File: src/rtl/chan_cmd_decoder.sv
// chan_cmd_decoder: decodes SPI command bytes into a persistent per-channel
// state register and streams a snapshot of that state back over valid/ready.
module chan_cmd_decoder #(
    parameter int unsigned NUM_CH = 64
) (
    input  logic              clk,
    input  logic              rst_n,
    input  logic [7:0]        cmd_byte,
    input  logic              cmd_valid,
    output logic              busy,
    output logic [NUM_CH-1:0] ch_state,
    output logic [NUM_CH-1:0] toggle_mask,
    output logic              cmd_err,
    output logic [7:0]        tx_byte,
    output logic              tx_valid,
    input  logic              tx_ready
);

    localparam int unsigned TX_BYTES = (NUM_CH + 7) / 8;
    localparam int unsigned SNAP_W   = TX_BYTES * 8;
    localparam int unsigned CNT_W    = (TX_BYTES > 1) ? $clog2(TX_BYTES) : 1;
    localparam logic [CNT_W-1:0] LAST_BYTE = CNT_W'(TX_BYTES - 1);

    typedef enum logic {IDLE, SEND} state_t;

    state_t              state;
    logic [CNT_W-1:0]    byte_cnt;
    logic [SNAP_W-1:0]   snap;

    logic [1:0]          opcode;
    logic [5:0]          idx;
    logic                idx_ok;
    logic [NUM_CH-1:0]   onehot;
    logic [NUM_CH-1:0]   next_ch;
    logic                err_c;
    logic                start_rd_c;
    logic [SNAP_W-1:0]   pad_c;
    logic [SNAP_W-1:0]   snap_shift_c;

    assign opcode = cmd_byte[7:6];
    assign idx    = cmd_byte[5:0];

    // Command decode: next channel state, reject flag and read-back request
    always_comb begin
        next_ch      = ch_state;
        err_c        = 1'b0;
        start_rd_c   = 1'b0;
        idx_ok       = (32'(idx) < NUM_CH);
        onehot       = NUM_CH'(1) << idx;
        pad_c        = SNAP_W'(ch_state);
        snap_shift_c = snap >> 8;
        if (cmd_valid) begin
            if (state == SEND) begin
                err_c = 1'b1;
            end else begin
                case (opcode)
                    2'b00: if (idx_ok) next_ch = ch_state ^ onehot;
                           else        err_c   = 1'b1;
                    2'b01: if (idx_ok) next_ch = ch_state | onehot;
                           else        err_c   = 1'b1;
                    2'b10: if (idx_ok) next_ch = ch_state & ~onehot;
                           else        err_c   = 1'b1;
                    default: begin
                        case (idx)
                            6'd0:    next_ch    = '0;
                            6'd1:    next_ch    = '1;
                            6'd2:    start_rd_c = 1'b1;
                            default: err_c      = 1'b1;
                        endcase
                    end
                endcase
            end
        end
    end

    // Channel state, command pulses and read-back FSM with registered outputs
    always_ff @(posedge clk or negedge rst_n) begin
        if (!rst_n) begin
            state       <= IDLE;
            byte_cnt    <= '0;
            snap        <= '0;
            ch_state    <= '0;
            toggle_mask <= '0;
            cmd_err     <= 1'b0;
            busy        <= 1'b0;
            tx_valid    <= 1'b0;
            tx_byte     <= '0;
        end else begin
            ch_state    <= next_ch;
            toggle_mask <= ch_state ^ next_ch;
            cmd_err     <= err_c;
            case (state)
                IDLE: begin
                    if (start_rd_c) begin
                        state    <= SEND;
                        busy     <= 1'b1;
                        tx_valid <= 1'b1;
                        snap     <= pad_c;
                        tx_byte  <= pad_c[7:0];
                        byte_cnt <= '0;
                    end
                end
                SEND: begin
                    if (tx_ready) begin
                        if (byte_cnt == LAST_BYTE) begin
                            state    <= IDLE;
                            busy     <= 1'b0;
                            tx_valid <= 1'b0;
                            tx_byte  <= '0;
                            byte_cnt <= '0;
                        end else begin
                            byte_cnt <= byte_cnt + CNT_W'(1);
                            snap     <= snap_shift_c;
                            tx_byte  <= snap_shift_c[7:0];
                        end
                    end
                end
                default: state <= IDLE;
            endcase
        end
    end

endmodule
File: config.mk
export PLATFORM = sky130hd
export DESIGN_NAME = chan_cmd_decoder
export DESIGN_NICKNAME = d
export VERILOG_FILES = /design/src/rtl/chan_cmd_decoder.sv
export SDC_FILE = /design/constraint.sdc
export NUM_CORES = 1
export LEC_CHECK = 0
export CORE_MARGIN = 2
export CORE_UTILIZATION = 51
export DETAILED_ROUTE_END_ITERATION = 12
export GPL_ROUTABILITY_DRIVEN = 0
export HOLD_SLACK_MARGIN = 0.15
export PLACE_DENSITY = 0.77
export SYNTH_ARGS = -nofsm -noshare
export SYNTH_HDL_FRONTEND = slang
export SYNTH_SLANG_ARGS = --single-unit
File: constraint.sdc
create_clock -name clk -period 1.7 [get_ports clk]
set_input_delay 0.17 -clock clk [delete_from_list [all_inputs] [get_ports clk]]
set_output_delay 0.17 -clock clk [all_outputs]
set_load 0.05 [all_outputs]
## Yosys cells after proc, flatten, opt, wreduce, memory -nomap -nowiden

Cells that the tools add are included.

- Flip-flop bits (word level): 206
- Latch bits: 0
- Memory bits (writable): 0
- Memory bits (read-only): 0
- Bits of input ports: 12
- Output and inout bits: 139
- Memories: 0

- Add/sub/neg operators: 1
- Multiply operators: 0
- Div/mod/pow operators: 0
- Magnitude comparators: 0
- Equality and inequality tests: 9
- Shift-type cells: 1
- Multiplexer cells: 32
- Bitwise operators: 6
- Reductions and logical operators: 7

Operator list:

| operator | number |
|---|---|
| two-way mux 64 bit | 5 |
| one-hot mux 64 bit (2 select lines) | 2 |
| one-hot mux 64 bit (3 select lines) | 1 |
| bitwise XOR 64 bit | 2 |
| AND 64 bit | 1 |
| inverter 64 bit | 1 |
| OR 64 bit | 1 |
| << shifter 1 x 6 -> 64 bit, first input constant | 1 |
| two-way mux 8 bit | 3 |
| one-hot mux 8 bit (2 select lines) | 1 |
| two-way mux 1 bit | 14 |
| two-way mux 3 bit | 3 |
| == test 6 x 1 -> 1 bit, second input constant | 1 |
| == test 6 x 2 -> 1 bit, second input constant | 1 |
| zero test 6 bit | 1 |
| != test 2 bit, second input constant | 3 |
| one-hot mux 3 bit (2 select lines) | 1 |
| AND reduction 3 bit | 2 |
| OR reduction 3 bit | 2 |
| one-hot mux 1 bit (2 select lines) | 2 |
| adder 3 x 1 -> 3 bit, second input constant | 1 |
| == test 3 bit, second input constant | 1 |
| == test 2 x 1 -> 1 bit, second input constant | 1 |
| == test 2 bit, second input constant | 1 |
| 4 further kinds | 4 |

## Logic depth before layout (Yosys ltp)

- Depth in word-level cells: 7
- Mapped depth: 10
- Depth with buffers taken out: 8

## Least setup slack after synthesis

OpenSTA, ideal clock, no wires.

- Path kind: input -> register
- Start point: input cmd_byte[3]
- End point: register ch_state[0]
- Arrival time: 2200 ps
- Data required time: 1567 ps
- Slack: -633 ps
- Cell stages on the path: 10
- Path buffers: 2
- Cell sequence: buf_4 or4_4 nor2_1 buf_2 inv_1 ha_1 nor2b_1 o32ai_1 o21ai_0 o2bb2ai_1

- Longest elaborated chain between the ends: 6
- Elaborated cells on any way between the ends: 11
- Classes of those cells: eq/ne: 1; shift: 1; mux: 4; bitwise: 4; reduce/logical: 1

Ends and longest elaborated chain:

| what | RTL line | text |
|---|---|---|
| start: declaration | 8 | `input logic [7:0] cmd_byte,` |
| branches (longest 3 deep; another with one-hot mux 64 bit (2 select lines)) | -- |  |
| one-hot mux 64 bit (3 select lines) * | 56 | `case (opcode)` |
| two-way mux 64 bit * | 53 | `if (state == SEND) begin` |
| two-way mux 64 bit * | 52 | `if (cmd_valid) begin` |
| net next_ch[0] | 34 | `logic [NUM_CH-1:0] next_ch;` |
| end signal: assignment | 89 | `ch_state <= next_ch;` |
| end: declaration | 11 | `output logic [NUM_CH-1:0] ch_state,` |

Mark *: on every way through the listed nets, which the timed path passes.
A chain may end at the register's enable or synchronous reset.

## Worst setup path in the final report

- Start point: register byte_cnt[1]
- End point: register snap[45]

- Longest elaborated chain between the ends: 3

Ends and longest elaborated chain:

| what | RTL line | text |
|---|---|---|
| start: declaration | 27 | `logic [CNT_W-1:0] byte_cnt;` |
| start signal: assignment | 112 | `byte_cnt <= byte_cnt + CNT_W'(1);` |
| == test 3 bit | 105 | `if (byte_cnt == LAST_BYTE) begin` |
| != test 2 bit (no source line) | -- |  |
| AND reduction 3 bit (no source line) | -- |  |
| end signal: assignment | 98 | `snap <= pad_c;` |
| end signal: assignment | 113 | `snap <= snap_shift_c;` |
| end: declaration | 28 | `logic [SNAP_W-1:0] snap;` |

No other way between the ends.

==> metrics <==
YS warnings 0; Final Cycle Share 107%; CP max-delay cell dfrtp_1; Via density 6.24; relative slew slack 55.1%; Seq/Total Area, Yosys 40.5%; final setup vio count 67; synthesized area per cell 9.82 µm²; Layout Nets 1711; Min-Delay Path Class in2async; Synth top area share 40.5%; DRC Markers 0; Max Clk Rate 552 MHz; GRT overflow 0; WL final 41900 µm; Die X 159 µm; largest net degree at the start of global routing 64; FP Rows 56; DP Worst Slack -0.948 ns; share of layout cells above drive strength 1 41.7%; FF+latch count, synth 198; Port Buf Inserts 150; H-tree Lvls 4; clock sinks 198; Root Driver clkbuf_16; diode count 0; first-pass detailed-route iteration total 6; post-route ant nets 0; Crit path required time 2.02 ns; Layout Utilization 75.2%; max-slew violations 0; clock skew 0.00992 ns; Pwr Density 1310 nW/µm²; critical path type reg2reg; die area 25200 µm²; initial DRC count 1140; Syn Std Cell Area 12200 µm²; Least-Margin Pin Slew 0.673 ns; post-DR wirelength/cell 22.1 µm; CTS Buffer Depth 2; commonest non-fill, non-tap cell in the layout buf_4; max-cap violations 0; hold_ws 0.218 ns; Setup crit start kind flop; IO Count 151; post-synthesis instance total 1245; Worst setup EP type flop; Distinct cells, synth 36; Clock transition at path regs 0.08 ns; Lkg Pwr 7.95 nW; status finished with violations; critical path's largest stage delay 0.40 ns; cts bufs inserted 17; final hold violation count 0; Die Span Y 159 µm; Clock Latency Late Sink 0.44 ns; crit path time final 1.81 ns; violations in the final reports setup timing; core area 23500 µm²; area leader, netlist dfrtp_1; DR vias 11.9k; worst vdd ir 0.843 mV; RSZ-0062 raised after global routing yes; Critical Path AT 2.13 ns; crit-path cells ha_2, ha_4, nand2b_4, o41a_1, buf_6, o21ai_1, o21ai_2; Synth-to-Final Area Change 44.4%; final worst slack -0.113 ns; fillers 1517; HPWL Detailed 26600 µm; initial core utilization 52.1%; vias in the first global route 11.6k; Worst Path Max Fanout 48; Tot GR Track Use 31.4%; CTS tree done; most frequent cells in the layout buf_4, dfrtp_1, ha_1; initial antenna violation count 0; first-pass GRT wire length 63100 µm; Synthesized Nets 1387; synth top area cells dfrtp_1, ha_1, o21ai_0
==> routing by layer <==
metal	routed length [µm]	part of all wire (%)	vias up	track usage [%]
met5	0	0	-	0
met4	1850	4.4	0	14.2
met3	3050	7.3	130	4.91
met2	20500	49	560	53.4
met1	16500	39	5974	39.4
li1	-	-	5203	-
==> repair_timing <==
| item | 4_1_cts | 5_1_grt |
|---|---|---|
| pin swaps | 25 | 71 |
| setup endpoints to repair | 212 | 176 |
| setup buffers | 15 | 27 |
| gates resized for setup | 120 | 180 |
| endpoints found under the hold margin | 198 | 0 |
| gates cloned | 3 | 1 |
| hold buffers | 1 | 0 |
==> registers in the layout, summed over array words and instances, names as in the netlist <==
signal       cells
snap            56
cmd_err          1
state            1
tx_byte          8
tx_valid         1
byte_cnt         3
toggle_mask     64
ch_state        64
==> per-stage QoR <==
stage,std cells,TNS [ns],instance area [µm²],power (mW)
2_1_floorplan,1245,-25.30,12900,14.1
3_3_place_gp,1823,-142.84,15900,17.5
3_5_place_dp,1823,-153.39,15900,18.0
4_1_cts,1874,-1.57,16800,22.2
5_1_grt,1901,-7.09,17600,24.2
6_report,1901,-4.01,17600,23.2
==> cell usage after synthesis (all sizes together) <==
master     n
a21o       2
a21oi      8
a22o       8
a2bb2oi    7
and2       1
buf       22
clkbuf    84
dfrtp    198
ha       130
inv       65
mux2       1
mux2i     49
nand2     69
nand2b    10
nand3      3
nand3b     1
nor2      22
nor2b    133
nor3       5
nor4       1
o21a       1
o21ai    227
o21ba      1
o2bb2ai   64
o311a     64
o32ai     64
o41a       1
o41ai      1
or2        2
or4        1
==> logic make-up (layout without fill, tap and decap cells) <==
| family | after synthesis | count (layout) | share of synthesized area, % |
|---|---|---|---|
| compound gates | 448 | 448 | 25.6 |
| simple gates | 248 | 248 | 10.8 |
| flops | 198 | 198 | 40.5 |
| buf+inv | 171 | 508 | 5.64 |
| fa+ha+maj | 130 | 130 | 13.3 |
| mux | 50 | 50 | 4.10 |
==> critical path, delay by kind of cell, from the launching register on <==
family | cells | cell delay, ns
AOI/OAI and AO/OA | 3 | 0.54
adders and majority gates | 2 | 0.36
buffers and inverters | 1 | 0.22
DFF | 1 | 0.40
and+or+nand+nor | 1 | 0.14
==> cell type report <==
| type | instances | area, µm² | area share, % |
|---|---|---|---|
| clock buffers | 18 | 429 | 2.43 |
| multi-input cells | 876 | 7780 | 44.1 |
| clock inverters | 14 | 139 | 0.787 |
| well taps | 319 | 399 | 2.26 |
| inverters | 65 | 246 | 1.40 |
| flip-flops and latches | 198 | 5030 | 28.5 |
| repair buffers | 411 | 3620 | 20.5 |
==> worst paths after layout <==
kind	start	to	slack, ns	cells after the start
setup / recovery	byte_cnt[1]	snap[45]	-0.11	7
min in group clk	cmd_byte[6]	cmd_err	0.42	5
hold / removal	rst_n	ch_state[13]	0.22	2
hold reg to reg	snap[44]	snap[44]	0.52	2
max in group asynchronous	rst_n	ch_state[49]	0.77	3
setup reg to reg	byte_cnt[1]	snap[45]	-0.11	7
==> power by group <==
group | leakage [nW] | internal (mW) | switching (mW)
clock network | 0.271 | 2.06 | 2.01
logic | 5.35 | 4.60 | 7.37
registers | 2.32 | 6.22 | 0.916
Power figures use the tool's default switching activity.
==> edit 1 (same settings) <==
The parameter `NUM_CH` goes from 64 to 32.
--- a/src/rtl/chan_cmd_decoder.sv
+++ b/src/rtl/chan_cmd_decoder.sv
@@ -3,3 +3,3 @@
 module chan_cmd_decoder #(
-    parameter int unsigned NUM_CH = 64
+    parameter int unsigned NUM_CH = 32
 ) (
Interface: changed (resized ch_state and toggle_mask); port bits go from 151 to 87. No check against the original RTL was run, so the function may have changed too.
==> edit 1 against the original RTL <==
First-iteration DRC count shrank 13%; largest power group unchanged; clock power decreased by 50%; global-route usage rose by 0.51 points; largest cell class unchanged; routed wire length decreased by 31%; critical path type is now input pin to register; sequential cell count fell by 97; power decreased by 55%; sequential power shrank 58%; area after synthesis decreased by 46%; cell count is 40% lower; via count fell by 35%; cell area is 40% lower; setup slack got worse by 0.42 ns; worst hold slack got worse by 0.051 ns; the run still ends with negative setup slack left.
==> edit 1: results (changes against the original RTL) <==
[power]
cellLeakagePower_nw = 4.95  ; -38%
vdd_drop_max_v = 0.000841  ; -0.29%

[synthesis]
yosysUniqueCellTypes = 44  ; +22%
syn-instance-count = 725  ; -42%
synthArstFlopShare = 1.00  ; unchanged
yosysSeqAreaShare = 0.380  ; -0.0252
syn_nets = 802  ; -42%
synth_common_cells = dfrtp_1, nand2_1, ha_1
yosysWarnings = 0  ; unchanged
yosys-top-cells-area = dfrtp_1, ha_1, nand2_1, a211o_1, o21ai_0

[timing]
clock_skew_ns = 0.0105  ; +0.000614 ns
setup_viol = 66  ; -1.5%
setup_ws_ns = -0.535  ; -0.423 ns
worst_slew_pin_slew_ns = 0.528  ; -0.145 ns

[global_routing]
first_global_vias = 7018  ; -39%
antenna_found_initial = 0  ; unchanged
track_usage = 0.319  ; +0.00511
grt_pass1_wl_um = 35500  ; -44%
grt_max_degree = 60  ; -6.3%

[run_status]
status = complete, but fails checks
violations = negative setup slack

[routing]
viasPerCell = 6.73  ; +7.8%
first_pass_iters = 8  ; +2
dr_total_vias = 7665  ; -35%
drc = 0  ; unchanged
dr.first_iter.drc_count = 994  ; -13%
wl_um = 28900  ; -31%

[worst_setup_path]
worst_r2r_path_depth = 8  ; +1
path_max_fanout = 4  ; -92%
critPathArrivalTime_ns = 2.49  ; +0.36 ns

[clocking]
htreeDepth = 3  ; -1
clkSlewWorstSetupHoldPaths_ns = 0.07
insertion_delay_ns = 0.38  ; -0.06 ns
cts.root.buffer_cell = clkbuf_16
numCtsBuffers = 9  ; -8
clockBufferDepth = 2  ; unchanged

[placement]
dp_hpwl_um = 13800  ; -48%
io_buffers = 86  ; -43%
place_inst = 1067  ; -41%
dpl_cell_area_um2 = 8580  ; -46%

[layout]
nets = 1040  ; -39%
drive_gt1_frac = 0.487  ; +0.0699
diodes = 0  ; unchanged
reg_top3 = ch_state: 32 flops, toggle_mask: 32 flops, snap: 24 flops

[job]
drv_cap = 0  ; unchanged

[min_path]
hp-class = input pin to asynchronous set/reset pin

==> edit 1: per-stage QoR <==
step           setup TNS [ns]  hold slack, ns  setup slack, ns
6_report               -11.23           0.167           -0.535
5_1_grt                -13.46           0.183           -0.538
4_1_cts                 -5.46           0.173           -0.300
3_5_place_dp           -73.97          0.0117            -1.02
3_3_place_gp           -68.81         0.00491           -0.960
2_1_floorplan          -20.84          -0.126           -0.626
==> edit 1: layer usage <==
layer | track usage | share of wire | vias to the layer above
met1 | 0.400 | 0.37 | 3772
li1 | - | - | 3056
met4 | 0.154 | 0.070 | 0
met5 | 0 | 0 | -
met2 | 0.529 | 0.47 | 655
met3 | 0.0603 | 0.096 | 182
==> edit 1: worst paths after layout <==
path                                    to  slack [ns]    startpoint
max                        toggle_mask[11]       -0.54   cmd_byte[5]
min                           ch_state[23]        0.17         rst_n
max reg2reg                toggle_mask[11]       -0.35  ch_state[11]
min reg2reg                       snap[14]        0.49      snap[14]
max in group asynchronous      ch_state[2]        0.96         rst_n
min in group clk                  snap[14]        0.49      snap[14]
==> edit 1: cells by family (layout without fill, tap and decap cells) <==
logic type      Yosys count  in the layout  share of synthesized area
buf+inv                  94            336                     0.0606
mux                      18             18                     0.0273
fa+ha+maj                65             65                      0.122
simple gates            198            198                      0.144
compound gates          249            249                      0.265
flops                   101            101                      0.380
==> edit 1: power breakdown <==
group          total [W]  switching [W]  leakage (nW)  internal, W
combinational    0.00543        0.00333          3.54      0.00210
sequential       0.00303       0.000233          1.28      0.00280
clock            0.00202       0.000996         0.131      0.00102
total             0.0105        0.00456          4.95      0.00592
==> edit 1: repair_timing <==
action / in CTS / in global routing
pin swaps: 72 / 88
cloned: 0 / 1
hold buffers: 1 / 0
hold endpoints to repair: 101 / 0
buffers inserted: 32 / 26
gates resized for setup: 144 / 159
endpoints found under the setup margin: 99 / 98
==> edit 1: layout make-up <==
cell class	instances	area (µm²)
repair buffers	284	2480
fillers	586	2000
clock buffers	11	243
clock inverters	4	26.3
multi-input cells	530	5020
well taps	172	215
flip-flops and latches	101	2540
inverters	37	151
==> edit 1: critical path: stages <==
cell and delay, ns:
buf_8 0.11, buf_12 0.13, buf_12 0.13, nor3b_4 0.24, buf_4 0.18, nand3_4 0.11
ha_4 0.17, and2_1 0.19, o31ai_2 0.33, o221ai_1 0.23, or3_1 0.35, o21ai_0 0.15
==> edit 2 (same flow settings) <==
Without the edit above. Make the reset (`rst_n`) synchronous in one clocked block.
--- a/src/rtl/chan_cmd_decoder.sv
+++ b/src/rtl/chan_cmd_decoder.sv
@@ -76,3 +76,3 @@
     // Channel state, command pulses and read-back FSM with registered outputs
-    always_ff @(posedge clk or negedge rst_n) begin
+    always_ff @(posedge clk) begin
         if (!rst_n) begin
Behaviour: not the same (Yosys sat finds a counterexample within 4 cycles, from zero or initial values and one cycle with rst_n low; the reset may be asserted at any time).
==> edit 2 against the original RTL <==
The flow still finishes with violations (negative setup slack); routed wire length is 3.5% lower; non-clock buffer count decreased by 10; area after synthesis shrank 0.21%; setup slack gained 0.075 ns; sequential cell count is the same; global-route usage down 0.22 points; worst hold slack better by 0.024 ns; maximum frequency is 4.3% higher; cell area down 2.3%; critical path type unchanged; critical endpoint is now snap[54]; largest cell class unchanged.
Power is not compared: it rests on default switching activity, and its combinational part moved more than twofold at a synthesized area within 25%.
==> edit 2: results (changes against the original RTL) <==
[synthesis]
yosysUniqueCellTypes = 41  ; +14%
synth_common_cells = dfxtp_1, ha_1, o211ai_1
synth_compound_area_frac = 0.330  ; +0.0737
yosys-top-cells-area = dfxtp_1, ha_1, o211ai_1, nor2b_1, o2bb2a_1
synthArstFlopShare = 0  ; -1.00
syn_avg_cell_area_um2 = 8.81  ; -10%
syn_nets = 1526  ; +10%
synthAdderAreaFrac = 0.133  ; +0.000287

[worst_setup_path]
crit_slowest_cell = dfxtp_2
crit_end = snap[54]
critPathArrivalTime_ns = 2.05  ; -0.08 ns
startpoint = byte_cnt[0]
slowest_delay_ns = 0.36  ; -0.04 ns

[layout]
drive_gt1_frac = 0.346  ; -0.0708
n_all_buffers = 401  ; -2.4%
clkCellAreaFrac = 0.0374  ; +0.00520
area.sequential_um2 = 4030  ; -20%
multi_input_area_share = 0.481  ; +0.0404
buffer_area_frac = 0.210  ; +0.00469

[global_routing]
track_usage = 0.312  ; -0.00219
first_global_vias = 11700  ; +1.4%
grt_max_degree = 59  ; -7.8%
grt_pass1_wl_um = 62000  ; -1.7%

[clocking]
cts_resized = 99  ; -18%
postCtsSetupBuffers = 6  ; -9

[timing]
setup_viol = 2  ; -97%
setup_ws_ns = -0.0376  ; +0.0750 ns
hold-worst-slack_ns = 0.242  ; +0.0237 ns

[min_path]
hp-class = input pin to register

[placement]
dp_slack_ns = -0.966  ; -0.0183 ns
dpl_cell_area_um2 = 16100  ; +1.4%

[floorplanning]
die_w_um = 159  ; -0.11%

[run_status]
violations = negative setup slack
status = complete, but fails checks

## edit 2: cell count changes in the layout (fill, tap and decap cells not counted), moves of 56 or more
cell      delta
dfrtp_1    -138
dfrtp_2     -59
dfxtp_1    +147
nand3b_1    +56
o211ai_1   +120
o21ai_0     -57
o21ai_1     -83
o311a_1     -64
## edit 2: layer usage
metal	wire [µm]	part of all wire	vias to the layer above	GRT usage
met5	0	0	-	0
met4	1250	0.031	0	0.101
met3	2850	0.070	92	0.0539
met2	19200	0.47	511	0.523
met1	17200	0.42	6086	0.407
li1	-	-	5749	-
## edit 2: power by group through the flow
| stage | clock network (W) | registers (W) | logic [W] |
|---|---|---|---|
| 6_report | 0.00452 | 0.00507 | 0.00366 |
| 5_1_grt | 0.00475 | 0.00510 | 0.00391 |
| 4_1_cts | 0.00456 | 0.00506 | 0.00357 |
| 3_5_place_dp | 0 | 0.00517 | 0.00355 |
| 3_3_place_gp | 0 | 0.00517 | 0.00344 |
| 2_1_floorplan | 0 | 0.00599 | 0.00141 |
